<file path="src/rtl/fm_pkg.sv">
// Shared definitions for the feature-map stream capture block: FSM state
// encoding and frame-geometry helpers used to size counters and addresses.
package fm_pkg;

   typedef enum logic [1:0] {
      ST_IDLE    = 2'd0,
      ST_ARMED   = 2'd1,
      ST_CAPTURE = 2'd2,
      ST_DONE    = 2'd3
   } fm_state_e;

   function automatic int fm_depth(input int width, input int height);
      return width * height;
   endfunction

   function automatic int fm_addr_w(input int depth);
      return (depth < 32'sd2) ? 32'sd1 : $clog2(depth);
   endfunction

   // Counters get headroom past n so they can saturate on a value that never equals n.
   function automatic int fm_cnt_w(input int n);
      return $clog2(n + 32'sd2);
   endfunction

endpackage

</file>
<file path="src/rtl/fm_capture_ram.sv">
// Simple dual-port frame store: one synchronous write port and one registered
// read port on the same clock. Contents are not reset; only the read register is.
module fm_capture_ram #(
   parameter int DATA_W = 16,
   parameter int DEPTH  = 16,
   parameter int ADDR_W = 4
) (
   input  logic              clk,
   input  logic              rst,
   input  logic              wr_en,
   input  logic [ADDR_W-1:0] wr_addr,
   input  logic [DATA_W-1:0] wr_data,
   input  logic              rd_en,
   input  logic              rd_zero,
   input  logic [ADDR_W-1:0] rd_addr,
   output logic [DATA_W-1:0] rd_data
);

   logic [DATA_W-1:0] mem_r [DEPTH];
   logic [DATA_W-1:0] rd_data_r;

   // write port
   always_ff @(posedge clk) begin
      if (wr_en) begin
         mem_r[wr_addr] <= wr_data;
      end
   end

   // registered read port; out-of-range reads return zero, idle cycles hold the last word
   always_ff @(posedge clk or posedge rst) begin
      if (rst) begin
         rd_data_r <= {DATA_W{1'b0}};
      end else if (rd_en) begin
         if (rd_zero) begin
            rd_data_r <= {DATA_W{1'b0}};
         end else begin
            rd_data_r <= mem_r[rd_addr];
         end
      end
   end

   assign rd_data = rd_data_r;

endmodule

</file>
<file path="src/rtl/fm_stream_capture.sv">
// Captures one vsync/href framed feature map into a local RAM in raster order and
// flags geometry errors. Define FM_CAPTURE_RELU_EN to store negative pixels as zero.
module fm_stream_capture
   import fm_pkg::*;
#(
   parameter int  FM_WIDTH  = 4,
   parameter int  FM_HEIGHT = 4,
   parameter int  DATA_W    = 16,
   localparam int DEPTH     = fm_depth(FM_WIDTH, FM_HEIGHT),
   localparam int ADDR_W    = fm_addr_w(DEPTH)
) (
   input  logic              clk,
   input  logic              rst,
   input  logic              capture_start,
   output logic              start_output,
   input  logic              in_vsync,
   input  logic              in_href,
   input  logic [DATA_W-1:0] in_data,
   input  logic              rd_en,
   input  logic [ADDR_W-1:0] rd_addr,
   output logic [DATA_W-1:0] rd_data,
   output logic              rd_valid,
   output logic              busy,
   output logic              frame_done,
   output logic              geom_err
);

   localparam int WA_W = $clog2(DEPTH + 32'sd1);
   localparam int HC_W = fm_cnt_w(FM_WIDTH);
   localparam int VC_W = fm_cnt_w(FM_HEIGHT);
   localparam logic [WA_W-1:0]   DEPTH_WA = WA_W'(DEPTH);
   localparam logic [ADDR_W:0]   DEPTH_RA = (ADDR_W + 1)'(DEPTH);
   localparam logic [HC_W-1:0]   WIDTH_H  = HC_W'(FM_WIDTH);
   localparam logic [VC_W-1:0]   HEIGHT_V = VC_W'(FM_HEIGHT);

   fm_state_e         state_r;
   logic              vsync_d_r;
   logic              href_d_r;
   logic [WA_W-1:0]   wr_addr_r;
   logic [HC_W-1:0]   h_cnt_r;
   logic [VC_W-1:0]   v_cnt_r;
   logic              start_output_r;
   logic              busy_r;
   logic              frame_done_r;
   logic              geom_err_r;
   logic              rd_valid_r;

   logic              pix_valid_s;
   logic              vs_rise_s;
   logic              vs_fall_s;
   logic              href_fall_s;
   logic              take_pix_s;
   logic              close_line_s;
   logic              wr_en_s;
   logic [VC_W-1:0]   v_next_s;
   logic              rd_fire_s;
   logic              rd_zero_s;
   logic [DATA_W-1:0] wr_data_s;

`ifdef FM_CAPTURE_RELU_EN
   assign wr_data_s = in_data[DATA_W-1] ? {DATA_W{1'b0}} : in_data;
`else
   assign wr_data_s = in_data;
`endif

   // edge detection, pixel acceptance and line/frame closing decisions
   always_comb begin
      pix_valid_s  = in_vsync & in_href;
      vs_rise_s    = in_vsync & ~vsync_d_r;
      vs_fall_s    = ~in_vsync & vsync_d_r;
      href_fall_s  = ~in_href & href_d_r;
      take_pix_s   = 1'b0;
      close_line_s = 1'b0;
      case (state_r)
         ST_ARMED: begin
            take_pix_s = pix_valid_s & vs_rise_s;
         end
         ST_CAPTURE: begin
            take_pix_s   = pix_valid_s;
            // a line still open when vsync drops is closed and checked like any other
            close_line_s = href_fall_s | (vs_fall_s & href_d_r);
         end
         default: begin
            take_pix_s   = 1'b0;
            close_line_s = 1'b0;
         end
      endcase
      wr_en_s = take_pix_s & (wr_addr_r < DEPTH_WA);
      if (close_line_s && (v_cnt_r != {VC_W{1'b1}})) begin
         v_next_s = v_cnt_r + VC_W'(1'b1);
      end else begin
         v_next_s = v_cnt_r;
      end
      rd_fire_s = rd_en & (state_r == ST_IDLE);
      rd_zero_s = ({1'b0, rd_addr} >= DEPTH_RA);
   end

   // capture FSM with its counters and registered status outputs
   always_ff @(posedge clk or posedge rst) begin
      if (rst) begin
         state_r        <= ST_IDLE;
         vsync_d_r      <= 1'b0;
         href_d_r       <= 1'b0;
         wr_addr_r      <= {WA_W{1'b0}};
         h_cnt_r        <= {HC_W{1'b0}};
         v_cnt_r        <= {VC_W{1'b0}};
         start_output_r <= 1'b0;
         busy_r         <= 1'b0;
         frame_done_r   <= 1'b0;
         geom_err_r     <= 1'b0;
         rd_valid_r     <= 1'b0;
      end else begin
         vsync_d_r      <= in_vsync;
         href_d_r       <= in_href;
         start_output_r <= 1'b0;
         frame_done_r   <= 1'b0;
         rd_valid_r     <= rd_fire_s;
         if (take_pix_s) begin
            if (h_cnt_r != {HC_W{1'b1}}) begin
               h_cnt_r <= h_cnt_r + HC_W'(1'b1);
            end
            // wr_addr parks at DEPTH so every later pixel is dropped and flagged
            if (wr_en_s) begin
               wr_addr_r <= wr_addr_r + WA_W'(1'b1);
            end else begin
               geom_err_r <= 1'b1;
            end
         end
         if (close_line_s) begin
            if (h_cnt_r != WIDTH_H) begin
               geom_err_r <= 1'b1;
            end
            h_cnt_r <= {HC_W{1'b0}};
            v_cnt_r <= v_next_s;
         end
         case (state_r)
            ST_IDLE: begin
               if (capture_start) begin
                  state_r        <= ST_ARMED;
                  start_output_r <= 1'b1;
                  busy_r         <= 1'b1;
                  geom_err_r     <= 1'b0;
                  wr_addr_r      <= {WA_W{1'b0}};
                  h_cnt_r        <= {HC_W{1'b0}};
                  v_cnt_r        <= {VC_W{1'b0}};
               end
            end
            ST_ARMED: begin
               if (vs_rise_s) begin
                  state_r <= ST_CAPTURE;
               end
            end
            ST_CAPTURE: begin
               if (vs_fall_s) begin
                  if (v_next_s != HEIGHT_V) begin
                     geom_err_r <= 1'b1;
                  end
                  state_r      <= ST_DONE;
                  busy_r       <= 1'b0;
                  frame_done_r <= 1'b1;
               end
            end
            ST_DONE: begin
               state_r <= ST_IDLE;
            end
            default: begin
               state_r <= ST_IDLE;
            end
         endcase
      end
   end

   fm_capture_ram #(
      .DATA_W (DATA_W),
      .DEPTH  (DEPTH),
      .ADDR_W (ADDR_W)
   ) u_ram (
      .clk     (clk),
      .rst     (rst),
      .wr_en   (wr_en_s),
      .wr_addr (wr_addr_r[ADDR_W-1:0]),
      .wr_data (wr_data_s),
      .rd_en   (rd_fire_s),
      .rd_zero (rd_zero_s),
      .rd_addr (rd_addr),
      .rd_data (rd_data)
   );

   assign start_output = start_output_r;
   assign rd_valid     = rd_valid_r;
   assign busy         = busy_r;
   assign frame_done   = frame_done_r;
   assign geom_err     = geom_err_r;

endmodule

</file>
<file path="config.mk">
export PLATFORM = sky130hd
export DESIGN_NAME = fm_stream_capture
export DESIGN_NICKNAME = d
export VERILOG_FILES = /design/src/rtl/fm_pkg.sv /design/src/rtl/fm_capture_ram.sv /design/src/rtl/fm_stream_capture.sv
export SDC_FILE = /design/constraint.sdc
export NUM_CORES = 1
export LEC_CHECK = 0
export CAP_MARGIN = 10
export CORE_MARGIN = 2
export CORE_UTILIZATION = 55
export CTS_BUF_LIST = sky130_fd_sc_hd__clkbuf_4 sky130_fd_sc_hd__clkbuf_8 sky130_fd_sc_hd__clkbuf_16
export DETAILED_ROUTE_END_ITERATION = 8
export GPL_TIMING_DRIVEN = 1
export PLACE_DENSITY = 0.74
export SLEW_MARGIN = 20
export SYNTH_ARGS = -nofsm -noshare
export SYNTH_HDL_FRONTEND = slang
export SYNTH_SLANG_ARGS = --single-unit
</file>
<file path="constraint.sdc">
create_clock -name clk -period 4.1 [get_ports clk]
set_clock_uncertainty 0.1 [all_clocks]
set_input_delay 1.23 -clock clk [delete_from_list [all_inputs] [get_ports clk]]
set_output_delay 1.23 -clock clk [all_outputs]
set_load 0.005 [all_outputs]
</file>
======== Word-level counts from Yosys, hierarchy flattened ========
Memory sizes are Yosys's and may differ from the RTL's. A register that Yosys moved wholly into a read port is not among the register bits.
Cells that the tools add are included.
word-level totals
  logic and storage cells ................. 79
  RAM bits ................................ 256
  bits in registers ....................... 20
  output and inout bits ................... 21
  memories kept ........................... 1
  input port bits ......................... 26
cells by class
  bitwise operators ....................... 12
  equal/unequal tests ..................... 10
  $add $sub $neg .......................... 3
  magnitude comparators ................... 1
  muxes and demuxes ....................... 36
  reduce and logical (&&, ||, !) cells .... 5
memory list
  memory       depth  width  rd ports  clocked after Yosys merged registers in  wr ports  RTL line              RTL
  u_ram.mem_r  16     16     1         1                                        1         fm_capture_ram.sv:19  logic [DATA_W-1:0] mem_r [DEPTH];
operators with widths
  operator             number
  $mux 3               9
  $mux 5               4
  $mux 1               16
  $ne 3x3->1 const B   4
  $and 1x1->1          8
  $pmux 2 s4           1
  $add 3x1->3 const B  2
  $mux 2               3
  $ne 2x2->1 const B   3
  $pmux 1 s2           3
  $reduce_and 3->1     2
  $add 5x1->5 const B  1
  $lt 5x5->1 const B   1
  $eq 2x2->1 const B   2
  $not 1->1            3
  $eq 2x1->1 const B   1
  $logic_not 2->1      1
  $reduce_bool 2->1    1
  $logic_and 1x1->1    1
  $or 1x1->1           1

======== Logic depth before layout (Yosys ltp) ========
  depth in word-level cells ............... 12
  depth in mapped cells ................... 7
  gate-level depth less buffers ........... 6

======== Cells and area by module ========
Synthesis repeated with hierarchy kept, for this count alone.
second synthesis, totals
  cells, all modules ...................... 707
  area, all modules ....................... 11,762.5 sq um
by module, submodules not included
  module             seq. area each (sq um)  cells an instance  times used  area each (sq um)
  fm_capture_ram     8,087.8                 607                1           10,670.2
  fm_stream_capture  500.5                   100                1           1,092.3

======== Worst setup path before layout ========
No wires, ideal clock.
  path kind ............................... input port to flip-flop
  start point ............................. in in_vsync
  end point ............................... mem u_ram.mem_r[4][0] (enable)
  stages .................................. 5
  path buffers ............................ 1
  arrival time ............................ 2.954 ns
  path slack .............................. 0.637 ns
  setup time .............................. 0.409 ns
  data required time ...................... 3.591 ns
  path through ............................ and3_2 -> o21a_1 -> buf_4 -> nand3_1 -> nor3_1
between the ends
  longest elaborated chain between the ends .. 6
  elaborated cells on any way between the ends .. 7
  those cells by class .................... 3 x mux; 4 x bitwise
ends and longest elaborated chain
  item                                   RTL line                                          RTL
  start: declaration                     fm_stream_capture.sv:16                           input logic in_vsync,
  $and 1x1->1, on equally long branches  fm_stream_capture.sv:68, fm_stream_capture.sv:69
  $and 1x1->1                            fm_stream_capture.sv:76                           take_pix_s = pix_valid_s & vs_rise_s;
  $pmux 1 s2 (*)                         fm_stream_capture.sv:74                           case (state_r)
  $and 1x1->1 (*)                        fm_stream_capture.sv:88                           wr_en_s = take_pix_s & (wr_addr_r < DEPTH_WA);
  $mux 1 (*)                             fm_capture_ram.sv:24                              if (wr_en) begin
  $mux 1 (implied by the code) (*)       fm_capture_ram.sv:25                              mem_r[wr_addr] <= wr_data;
  end: declaration                       fm_capture_ram.sv:19
Every way passes the cells marked *; elsewhere a longest branch is shown, timed or not.

======== Worst setup path in the final report ========
  start point ............................. in in_href
  end point ............................... mem u_ram.mem_r[5][13] (enable)
between the ends
  longest elaborated chain between the ends .. 6
ends and longest elaborated chain
  item                              RTL line                 RTL
  start: declaration                fm_stream_capture.sv:17  input logic in_href,
  $and 1x1->1 (*)                   fm_stream_capture.sv:68  pix_valid_s = in_vsync & in_href;
  $and 1x1->1                       fm_stream_capture.sv:76
  $pmux 1 s2 (*)                    fm_stream_capture.sv:74
  $and 1x1->1 (*)                   fm_stream_capture.sv:88
  $mux 1 (*)                        fm_capture_ram.sv:24
  $mux 1 (implied by the code) (*)  fm_capture_ram.sv:25
Marked as above.

==> impl_metrics.ini <==
[timing]
max_freq_mhz = 304
fin_crit_sh_pct = 80.2
hold_violations = 0
period_needed_ps = 3290
setup_tns_ps = 0
hold_slack_ps = 389
fin_ws_ps = 811
rsz0062_at_grt = false
slew_viol_final = 0
max_slew_margin_pct = 38.0
worst_slew_pin_slew_ps = 927
setup_viol = 0

[clock_tree]
post_cts_buffers = 0
path_clk_slew_ps = 60
ctsResizeCount = 0
cts_buffers = 28
htree_levels = 1
clock_latency_ps = 540
ctsHoldBuffers = 0
cts_tree = done
clock_path_buffers = 3
cts-root-buf = clkbuf_16
cts_sinks = 292

[placed_design]
dp.cells = 1034
numPortBuffers = 46
place_ws_ps = 336
globalplace.congestion = 0.908
hpwl_mm = 17.3
placedInstanceArea_um2 = 12400

[final_layout]
finish.utilization_pct = 64.3
final_area_um2 = 13400
nets = 826
final_cell_mix = 256 x edfxtp_1, 132 x mux2i_1, 61 x nand2_1
diodes = 0
synthToLayoutAreaGrowth_pct = 15.4
multi_input_area_um2 = 2810
n_fill_cell = 1451
layout_commonest_cell = edfxtp_1
fin_cells = 1086
drive_gt1_share_pct = 11.2
seqCellArea_um2 = 8590

[yosys]
ys_ff_latch = 292
synth_fp_nets = 763
ys.flop_type = edfxtp_1
netlist_area_um2 = 11600
synth_top_area_cell = edfxtp_1
yosysTopAreaCellShare_pct = 66.1
synthArstFlopShare_pct = 12.3
synth_fa_ha_area_share_pct = 1.18
synthSimpleGateAreaFrac_pct = 6.72
yosys-mux-area-fraction_pct = 11.5
avgSynthCellArea_um2 = 16.0
synth-seq-area-share_pct = 73.8
synth.distinct_cells = 40
synth_compound_area_share_pct = 4.22
yosys.area_share.xor_xnor_pct = 0.301
synth-edff-count = 256
synth_top_family_by_area = multiplexers
synthTopCellsByArea = edfxtp_1 66%, mux2i_1 11%, dfrtp_1 7.7%, a22oi_1 2.3%, nand2_1 2.0%
yosysWarningCount = 0
syn_inst = 726

[global_route]
grt_pass1_vias = 6661
antenna_found_initial = 0
grt_usage_pct = 24.4
grt_pass1_wl_mm = 39.8
grt_max_degree = 47
grt_overflow = 0

[worst_hold_path]
min_path_type = reg -> reg

[detailed_routing]
drtAntennaViolNets = 0
drt_wl_total_mm = 26.5
drt-pass1-iter-count = 5
wl_per_cell_um = 24.4
drt_iter0_markers = 791
drcViolationCount = 0
viasPerCell = 6.05
via_count = 6568

[job]
drv_cap = 0

[setup_path]
crit_type = in -> reg
cp-end-kind = register
ff2ff_setup_slack_ps = 1390
cp-start-kind = primary input
critPathArrivalTime_ps = 3430
crit_required_ps = 4240
cp_max_fo = 12

[floorplan]
ios = 47
core_area_um2 = 20900
die_w_um = 149
num_rows = 53
dieArea_um2 = 22300
start_util_pct = 55.7
die_y_um = 149

[pwr]
p_total_mw = 7.05
leakagePower_nw = 4.93
peakVddDrop_mv = 0.415
p_per_area_nw_per_um2 = 525

[outcome]
outcome = finished clean
-- cell usage after synthesis, types with 2 or more instances --
| master | instances |
|---|---|
| ha_1 | 11 |
| o21ai_0 | 3 |
| nand4_1 | 13 |
| nand2_2 | 2 |
| o211ai_1 | 2 |
| edfxtp_1 | 256 |
| buf_4 | 16 |
| nor3_1 | 4 |
| inv_1 | 16 |
| o22ai_1 | 2 |
| nand3_1 | 42 |
| nand2_1 | 61 |
| and3_1 | 5 |
| and2_1 | 7 |
| mux2i_1 | 132 |
| nor2_1 | 15 |
| xnor2_1 | 2 |
| a21oi_1 | 24 |
| nor2b_1 | 2 |
| a22oi_1 | 36 |
| buf_2 | 9 |
| or2_2 | 2 |
| dfrtp_1 | 36 |
| xor2_1 | 2 |
| clkbuf_1 | 11 |
-- worst max-delay path: stages --
cell             delay (ps)
clkdlybuf4s50_1         570
and3_2                  280
o21a_1                  370
nand3_1                 280
nor3_2                  390
buf_4                   300
-- metal layers --
layer / up-vias / routed length (um) / global-route usage [%]
met3: 46 / 2040 / 3.63
met2: 339 / 13800 / 42.6
met4: 0 / 626 / 6.71
met1: 3290 / 9990 / 32.2
li1: 2893 / - / -
met5: - / 0 / 0
-- registers in the layout (all words and copies together) (netlist names) --
signal and cells:
rd_valid 1, v_cnt_r 3, u_ram.mem_r 256, state_r 2
vsync_d_r 1, frame_done 1, h_cnt_r 3, busy 1
u_ram.rd_data 16, start_output 1, wr_addr_r 5, href_d_r 1
geom_err 1
-- logic make-up (layout without fill, tap and decap cells) --
| group | after synthesis | in the layout |
|---|---|---|
| muxes | 133 | 133 |
| xor gates and xnor gates | 4 | 4 |
| buffers and inverters | 52 | 137 |
| and+or+nand+nor | 161 | 161 |
| AOI/OAI and AO/OA | 73 | 73 |
| DFF | 292 | 292 |
| adders and majority gates | 11 | 11 |
-- worst paths after layout --
| kind | to | cells after the start | start |
|---|---|---|---|
| setup reg to reg | u_ram.mem_r[5][13] | 7 | state_r[0] |
| min in group asynchronous | u_ram.rd_data[12] | 2 | rst |
| hold / removal | u_ram.rd_data[3] | 2 | u_ram.rd_data[3] |
| setup / recovery | u_ram.mem_r[5][13] | 6 | in_href |
| hold reg to reg | u_ram.rd_data[3] | 2 | u_ram.rd_data[3] |
| max in group asynchronous | state_r[1] | 2 | rst |
-- report_power, final --
group	internal (mW)	switching (mW)
clock	1.62	1.05
sequential	3.39	0.100
combinational	0.390	0.507
total	5.40	1.66
-- final cells by class --
cell class | count | share of cell area [%]
sequential | 292 | 64.0
multi-input combinational | 382 | 20.9
clock buffer | 36 | 5.94
timing repair buffer | 69 | 4.82
tap | 275 | 2.56
clock inverter | 16 | 1.31
inverter | 16 | 0.447
Power figures use the tool's default switching activity.
